==> src/rtl/wisc_pkg.sv <==
// wisc_pkg: shared widths, RED sequencer state/byte-select encodings and operand bundle.
// Latency: n/a (declarations and one pure helper function only).
// Backpressure: n/a.
package wisc_pkg;

  localparam int WORD_W    = 16;
  localparam int RED_ACC_W = 10;

  // Sequencer state encoding, kept as plain constants for legacy tools.
  localparam logic [1:0] RED_IDLE = 2'd0;
  localparam logic [1:0] RED_ACC  = 2'd1;
  localparam logic [1:0] RED_DONE = 2'd2;

  // Byte order walked by the step counter.
  localparam logic [1:0] RED_SEL_AH = 2'd0;  // A[15:8]
  localparam logic [1:0] RED_SEL_AL = 2'd1;  // A[7:0]
  localparam logic [1:0] RED_SEL_BH = 2'd2;  // B[15:8]
  localparam logic [1:0] RED_SEL_BL = 2'd3;  // B[7:0]

  typedef struct packed {
    logic [WORD_W-1:0] a;
    logic [WORD_W-1:0] b;
  } red_ops_t;

  function automatic logic [7:0] red_sel_byte(input red_ops_t ops, input logic [1:0] sel);
    logic [7:0] v;
    case (sel)
      RED_SEL_AH: v = ops.a[15:8];
      RED_SEL_AL: v = ops.a[7:0];
      RED_SEL_BH: v = ops.b[15:8];
      default:    v = ops.b[7:0];
    endcase
    return v;
  endfunction

endpackage

==> src/rtl/red_seq_unit_if.sv <==
// red_seq_unit_if: operand and result handshake bundle for the sequential RED unit.
// Latency: n/a (wires only).
// Backpressure: in_valid/in_ready on the operand side, out_valid/out_ready on the result side.
//   master: issues A/B with in_valid, consumes Sum with out_ready.
//   slave : the RED unit; drives in_ready, out_valid and Sum.
interface red_seq_unit_if #(
  parameter int WIDTH = 16
);
  logic             in_valid;
  logic             in_ready;
  logic [WIDTH-1:0] A;
  logic [WIDTH-1:0] B;
  logic             out_valid;
  logic             out_ready;
  logic [WIDTH-1:0] Sum;

  modport master (
    output in_valid, A, B, out_ready,
    input  in_ready, out_valid, Sum
  );

  modport slave (
    input  in_valid, A, B, out_ready,
    output in_ready, out_valid, Sum
  );
endinterface

==> src/rtl/red_byte_acc.sv <==
// red_byte_acc: signed accumulator adding one sign-extended byte per enabled cycle.
// Latency: 1 cycle from i_en to o_acc update.
// Backpressure: none; the owner gates i_en.
//   clk, rst : clock and synchronous active-high reset
//   i_clr    : zero the accumulator (wins over i_en)
//   i_en     : add sext(i_byte) this cycle
//   o_acc    : current accumulator value
module red_byte_acc
  import wisc_pkg::*;
#(
  parameter int ACC_W = RED_ACC_W
) (
  input  logic             clk,
  input  logic             rst,
  input  logic             i_clr,
  input  logic             i_en,
  input  logic [7:0]       i_byte,
  output logic [ACC_W-1:0] o_acc
);
  logic [ACC_W-1:0] r_acc;
  logic [ACC_W-1:0] w_ext;

  assign w_ext = {{(ACC_W-8){i_byte[7]}}, i_byte};
  assign o_acc = r_acc;

  always_ff @(posedge clk) begin
    if (rst) begin
      r_acc <= '0;
    end else if (i_clr) begin
      r_acc <= '0;
    end else if (i_en) begin
      r_acc <= r_acc + w_ext;
    end
  end
endmodule

==> src/rtl/red_seq_unit.sv <==
// red_seq_unit: serial RED, four signed bytes summed through one adder, result sign-extended.
// Latency: accept at edge N, out_valid seen after edge N+5 (4 add cycles + 1 result-register cycle).
// Backpressure: in_ready only in IDLE; Sum held stable in DONE until out_ready.
//   clk, rst : clock, synchronous active-high reset (wins over everything)
//   flush    : abandon any in-flight operation, return to IDLE next edge
//   bus      : slave side of red_seq_unit_if (in_valid/in_ready/A/B, out_valid/out_ready/Sum)
module red_seq_unit
  import wisc_pkg::*;
#(
  parameter int WIDTH = WORD_W,
  parameter int ACC_W = RED_ACC_W
) (
  input  logic         clk,
  input  logic         rst,
  input  logic         flush,
  red_seq_unit_if.slave bus
);
  logic [1:0]       r_state;
  logic [1:0]       r_step;
  logic             r_last;   // all four bytes added; next ACC cycle registers Sum
  red_ops_t         r_ops;
  logic [WIDTH-1:0] r_sum;

  logic             w_accept;
  logic             w_acc_clr;
  logic             w_acc_en;
  logic [7:0]       w_byte;
  logic [ACC_W-1:0] w_acc;

  assign w_accept  = (r_state == RED_IDLE) && bus.in_valid && !flush;
  assign w_acc_clr = w_accept || flush;
  assign w_acc_en  = (r_state == RED_ACC) && !r_last && !flush;
  assign w_byte    = red_sel_byte(r_ops, r_step);

  red_byte_acc #(
    .ACC_W (ACC_W)
  ) u_acc (
    .clk    (clk),
    .rst    (rst),
    .i_clr  (w_acc_clr),
    .i_en   (w_acc_en),
    .i_byte (w_byte),
    .o_acc  (w_acc)
  );

  assign bus.in_ready  = (r_state == RED_IDLE);
  assign bus.out_valid = (r_state == RED_DONE);
  assign bus.Sum       = r_sum;

  always_ff @(posedge clk) begin
    if (rst) begin
      r_state <= RED_IDLE;
      r_step  <= '0;
      r_last  <= 1'b0;
      r_ops   <= '0;
      r_sum   <= '0;
    end else if (flush) begin
      // Operands are left as-is; they are reloaded on the next accept.
      r_state <= RED_IDLE;
      r_step  <= '0;
      r_last  <= 1'b0;
      r_sum   <= '0;
    end else begin
      case (r_state)
        RED_IDLE: begin
          if (bus.in_valid) begin
            r_ops.a <= bus.A;
            r_ops.b <= bus.B;
            r_step  <= '0;
            r_last  <= 1'b0;
            r_state <= RED_ACC;
          end
        end
        RED_ACC: begin
          if (!r_last) begin
            r_step <= r_step + 2'd1;
            if (r_step == RED_SEL_BL) begin
              r_last <= 1'b1;
            end
          end else begin
            // Accumulator is final; only now expose it so Sum never shows partials.
            r_sum   <= {{(WIDTH-ACC_W){w_acc[ACC_W-1]}}, w_acc};
            r_last  <= 1'b0;
            r_state <= RED_DONE;
          end
        end
        RED_DONE: begin
          if (bus.out_ready) begin
            r_sum   <= '0;
            r_state <= RED_IDLE;
          end
        end
        default: begin
          r_state <= RED_IDLE;
        end
      endcase
    end
  end
endmodule

==> src/flat_wrapper.sv <==
// flat-port wrapper written by rule: the top's interface ports become plain ports
module red_seq_unit_flat import wisc_pkg::*;
#(
  parameter int WIDTH = WORD_W,
  parameter int ACC_W = RED_ACC_W
)
  (clk, rst, flush, bus_in_valid, bus_A, bus_B, bus_out_ready, bus_in_ready, bus_out_valid, bus_Sum);
  red_seq_unit_if #(.WIDTH(WIDTH)) bus_i ();
  input  logic clk;
  input  logic rst;
  input  logic flush;
  input wire logic [$bits(bus_i.in_valid)-1:0] bus_in_valid;
  input wire logic [$bits(bus_i.A)-1:0] bus_A;
  input wire logic [$bits(bus_i.B)-1:0] bus_B;
  input wire logic [$bits(bus_i.out_ready)-1:0] bus_out_ready;
  output wire logic [$bits(bus_i.in_ready)-1:0] bus_in_ready;
  output wire logic [$bits(bus_i.out_valid)-1:0] bus_out_valid;
  output wire logic [$bits(bus_i.Sum)-1:0] bus_Sum;
  assign bus_i.in_valid = bus_in_valid;
  assign bus_i.A = bus_A;
  assign bus_i.B = bus_B;
  assign bus_i.out_ready = bus_out_ready;
  assign bus_in_ready = bus_i.in_ready;
  assign bus_out_valid = bus_i.out_valid;
  assign bus_Sum = bus_i.Sum;
  red_seq_unit #(.WIDTH(WIDTH), .ACC_W(ACC_W)) u_core (.clk(clk), .rst(rst), .flush(flush), .bus(bus_i));
endmodule
==> config.mk <==
export PLATFORM = sky130hd
export DESIGN_NAME = red_seq_unit_flat
export DESIGN_NICKNAME = d
export VERILOG_FILES = /design/src/rtl/wisc_pkg.sv /design/src/rtl/red_seq_unit_if.sv /design/src/rtl/red_byte_acc.sv /design/src/rtl/red_seq_unit.sv /design/src/flat_wrapper.sv
export SDC_FILE = /design/constraint.sdc
export NUM_CORES = 1
export LEC_CHECK = 0
export BUFFER_PORTS_ARGS = -buffer_cell sky130_fd_sc_hd__buf_4
export CAP_MARGIN = 0
export CORE_UTILIZATION = 40
export DETAILED_ROUTE_END_ITERATION = 8
export HOLD_SLACK_MARGIN = 0.12
export PLACE_DENSITY = 0.71
export SYNTH_ARGS = -nofsm -noshare
export SYNTH_HDL_FRONTEND = slang
export SYNTH_SLANG_ARGS = --single-unit
==> constraint.sdc <==
create_clock -name clk -period 4.05 [get_ports clk]
set_clock_uncertainty 0.05 [all_clocks]
set_input_delay 0.2025 -clock clk [delete_from_list [all_inputs] [get_ports clk]]
set_output_delay 0.2025 -clock clk [all_outputs]
set_load 0.05 [all_outputs]
Yosys cells after proc, flatten, opt, wreduce, memory -nomap -nowiden. Index checks and enable logic that the tools add are counted.

Output and inout port bits: 18. Register bits: 63.

Mux-type cells: 15. Reductions and logical operators: 18. Bitwise gates (word level): 1. Equality and inequality tests: 9. $add $sub $neg: 2.

Operator list (number): 2-to-1 mux 16 bit (2); case mux 16 bit (2 select lines) (1); case mux 8 bit (3 select lines) (1); AND reduction 3 bit (4); adder 10 bit (1); 2-to-1 mux 2 bit (5); equality test 2 bit, second input constant (3); != test 2 bit, second input constant (3); case mux 2 bit (3 select lines) (1); equality test 2 x 1 -> 1 bit, second input constant (2); logical AND 1 bit (4); logical NOT 2 bit (2); case mux 2 bit (2 select lines) (1); nonzero test 2 bit (2); OR reduction 2 bit (2); 2-to-1 mux 1 bit (3); adder 2 x 1 -> 2 bit, second input constant (1); logical NOT 1 bit (2); != test 2 x 1 -> 1 bit, second input constant (1); case mux 1 bit (2 select lines) (1); AND reduction 2 bit (1); logical OR 1 bit (1); inverter 1 bit (1).

Logic depth before layout (Yosys ltp).
Depth after elaboration: 5. Depth in mapped cells: 14. Mapped depth without buffers: 13.

Hierarchy. Synthesis repeated with hierarchy kept, for this count alone.

Cell total of the unflattened synthesis: 338. Area total of the unflattened synthesis: 2920.3 um^2.

Modules (own cells, without submodules): red_seq_unit (sequential area each 940.9 um^2, area an instance 2058.2 um^2, cells each 237, instances 1); red_byte_acc (sequential area each 200.2 um^2, area an instance 862.1 um^2, cells each 101, instances 1).

Worst setup path before layout. No wires, ideal clock.

Path type: register to register. Start point: register u_core.r_step[0]. End point: register u_core.u_acc.r_acc[9] (netlist: u_core.u_acc.o_acc[9]). Buffers on the path: 1. Clock period less this slack: 2.798 ns. Cell stages (with the launch flop): 13. Arrival: 2.627 ns. Setup time: 0.121 ns. Slack: 1.252 ns. Required time: 3.879 ns. Cell sequence: dfxtp_1 -> inv_1 -> ha_1 -> buf_6 -> a222oi_1 -> mux2i_1 -> ha_1 -> a21o_1 -> a21oi_1 -> a21oi_1 -> or3_1 -> nand3_2 -> mux2_4.

Longest elaborated chain between the ends: 3.

RTL lines: from (decl) (RTL line red_seq_unit.sv:19) `logic [1:0] r_step;`; from (signal assigned) (RTL line red_seq_unit.sv:76) `r_step <= r_step + 2'd1;`; equality test 2 bit, or another cell as far along (RTL line wisc_pkg.sv:27) `case (sel)`; case mux 8 bit (3 select lines) * (RTL line wisc_pkg.sv:27); adder 10 bit * (RTL line red_byte_acc.sv:32) `r_acc <= r_acc + w_ext;`; to (signal assigned) (RTL line red_byte_acc.sv:32); to (decl) (RTL line red_byte_acc.sv:20) `logic [ACC_W-1:0] r_acc;`.

Every way passes the cells marked *; elsewhere a longest branch is shown, timed or not. A chain may end at the register's enable or synchronous reset.

Worst setup path in the final report. Ends and elaborated chain as after synthesis.

==> flow_metrics.env <==
export IMPL_status="complete, but fails checks"
export IMPL_failed_checks="DRC"
export IMPL_post_drt_wl_per_cell_um=12.6
export IMPL_p_per_area_nw_per_um2=341
export IMPL_die_area_um2=7140
export IMPL_synth_top_area_frac=0.419
export IMPL_syn_inst=336
export IMPL_p_total_mw=1.24
export IMPL_max_slew_margin=0.233
export IMPL_grt_start_max_net_pins=34
export IMPL_synth_edf_count=0
export IMPL_cp_max_fo=8
export IMPL_worst_pin_slew_ns=1.15
export IMPL_holdWs_ns=0.204
export IMPL_dr_total_vias=2410
export IMPL_grt_pass1_vias=2273
export IMPL_routed_wl_mm=6.17
export IMPL_die_x_um=84.5
export IMPL_layout_cells_non_filler=489
export IMPL_placed_cell_area_um2=3090
export IMPL_hold_class="in -> reg"
export IMPL_cts_tree="yes"
export IMPL_rows=29
export IMPL_htree_levels=3
export IMPL_synth_cell_types=34
export IMPL_dp_hpwl_mm=4.04
export IMPL_final_hold_viol_count=0
export IMPL_core_area_um2=6460
export IMPL_dr_pass1_iters=7
export IMPL_final_min_clock_period_ns=3.00
export IMPL_drc=5
export IMPL_final_antenna_net_count=0
export IMPL_p_comb_frac=0.102
export IMPL_finalCritPeriodShare=0.740
export IMPL_ys_warn_count=0
export IMPL_cp_arrival_ns=3.17
export IMPL_required_ns=4.22
export IMPL_critPathLaunchType="flop"
export IMPL_clkLatencyLatePin_ns=0.33
export IMPL_drv_cap=0
export IMPL_antenna_cells=0
export IMPL_areaGrowthSynthToFinish_pct=33.0
export IMPL_start_util=0.422
export IMPL_syn_avg_cell_area_um2=8.11
export IMPL_first_iter_violations=170
export IMPL_antenna_found_initial=0
export IMPL_switching_share=0.226
export IMPL_grt_overflow_total=0
export IMPL_gr_usage_all_layers=0.185
export IMPL_multi_input_area_um2=1380
export IMPL_grt_pass1_wl_mm=10.5
export IMPL_ioPinCount=55
export IMPL_final_nets=460
export IMPL_synth_top_cell_by_area="dfxtp_1"
export IMPL_synth_ff_type="dfxtp_1"
export IMPL_p_seq_frac=0.474
export IMPL_worst_slack_ns=1.05
export IMPL_synth_nets=388
export IMPL_fill_cells=600
export IMPL_gp_congestion=0.835
export IMPL_vias_per_cell=4.93
export IMPL_synth_seq_cells=57
export IMPL_synth_area_um2=2720
export IMPL_setup_tns_ns=0
export IMPL_numPortBuffers=54
export IMPL_numClockSinks=57
export IMPL_critPathKind="reg -> reg"
export IMPL_p_int_uw=956
export IMPL_regArea_um2=1140
export IMPL_synth_seq_area_share=0.419
export IMPL_cts_buffer_depth=2
export IMPL_synth_area_leaders="dfxtp_1, nand2_1, a21oi_1"
export IMPL_drive_gt1_frac=0.180
export IMPL_post_cts_resized=0
export IMPL_dpl_cell_count=440
export IMPL_grt_setup_unrepaired="false"
export IMPL_slew_viol_final=0
export IMPL_root_buffer="clkbuf_8"
export IMPL_power_share_clock=0.424
export IMPL_die_h_um=84.5
export IMPL_timing_fmax_ghz=0.334
export IMPL_p_leak_nw=1.48
export IMPL_finalInstanceArea_um2=3620
export IMPL_pre_cts_ws_ns=1.04
export IMPL_path_clk_slew_ns=0.06
export IMPL_synthArstFlopShare=0
export IMPL_final_core_util=0.561
export IMPL_cp_end_kind="flop"
export IMPL_setup_viol=0
export IMPL_p_sw_uw=280
export IMPL_irDropWorstVdd_v=0.000195
export IMPL_cts_buffers=9
[placed cells by master (no fill, tap or decap), types with 2 or more instances in the layout]
cell type,n
a21oi_1,45
a22oi_1,14
nand2_1,82
dlygate4sd3_1,34
ha_1,14
or2_1,2
nor2_1,25
a211oi_1,2
dfxtp_1,57
mux2_2,2
xnor2_1,5
buf_4,54
inv_1,16
a21o_1,2
clkbuf_8,11
mux2i_1,7
nor2b_1,3
a22o_1,4
clkinv_2,2
xor2_1,2
a222oi_1,7
or3_1,3
nand2b_1,3
o21ai_0,3
[worst max-delay path, stage by stage, from the launching register on]
cell,delay (ns)
dfxtp_1,0.41
inv_1,0.10
ha_1,0.32
a222oi_1,0.40
mux2i_1,0.21
ha_1,0.38
a21oi_1,0.15
o21ai_0,0.12
or3_1,0.37
nand3_2,0.09
mux2_4,0.29
[layer usage]
metal / wire [µm] / vias to the layer above / GRT usage
li1: - / 1274 / -
met1: 2900 / 1068 / 0.236
met2: 2900 / 62 / 0.299
met3: 299 / 6 / 0.0462
met4: 68 / 0 / 0.0786
met5: 0 / - / 0
[cell type report]
class	count	area share
clock inverter	3	0.0111
multi-input combinational	236	0.382
sequential	57	0.315
inverter	16	0.0166
timing repair buffer	88	0.206
clock buffer	12	0.0428
tap	77	0.0266
[registers in the layout (all words and copies together) (netlist names)]
signal,flops
u_core.bus.Sum,10
u_core.u_acc.o_acc,10
u_core.r_state,2
u_core.r_step,2
u_core.r_last,1
u_core.r_ops,32
[cells by family after synthesis]
logic type | count (synthesis) | share of synthesized area
AND/OR/NAND/NOR | 123 | 0.187
AO/OA/AOI/OAI | 81 | 0.186
flip-flops | 57 | 0.419
buffers and inverters | 43 | 0.0740
adder cells (fa/ha/maj) | 15 | 0.0717
multiplexers | 10 | 0.0395
XOR/XNOR | 7 | 0.0225
[final timing paths]
kind,from,endpoint,slack (ns),cells past startpoint
max reg2reg,u_core.r_step[0],u_core.u_acc.o_acc[9],1.05,10
min reg2reg,u_core.r_ops[3],u_core.r_ops[3],0.40,2
min,flush,u_core.u_acc.o_acc[4],0.20,4
max,u_core.r_step[0],u_core.u_acc.o_acc[9],1.05,10
[power groups by stage]
stage                     registers (mW)  logic (mW)  clock network (mW)
after floorplan                    0.595      0.0606                   0
after global placement             0.598      0.0951                   0
final                              0.586       0.126               0.524
after global routing               0.587       0.139               0.560
after CTS                          0.586       0.123               0.536
after detailed placement           0.598      0.0974                   0
[repair_timing]
action | in CTS | in global routing
buffers inserted | 0 | 0
hold buffers | 34 | 0
hold endpoints to repair | 34 | 0
[Yosys cell counts (all sizes together), types with 2 or more instances]
cell / instances
mux2i: 7
a21oi: 45
o21ai: 3
nand2: 82
buf: 11
a222oi: 7
a22oi: 14
a21o: 2
or2: 2
xor2: 2
a22o: 4
dfxtp: 57
a211oi: 2
nor2: 26
clkbuf: 16
or3: 3
mux2: 3
ha: 14
nand2b: 3
nor2b: 3
xnor2: 5
inv: 16
Note: power is estimated with default switching activity, not from simulation.
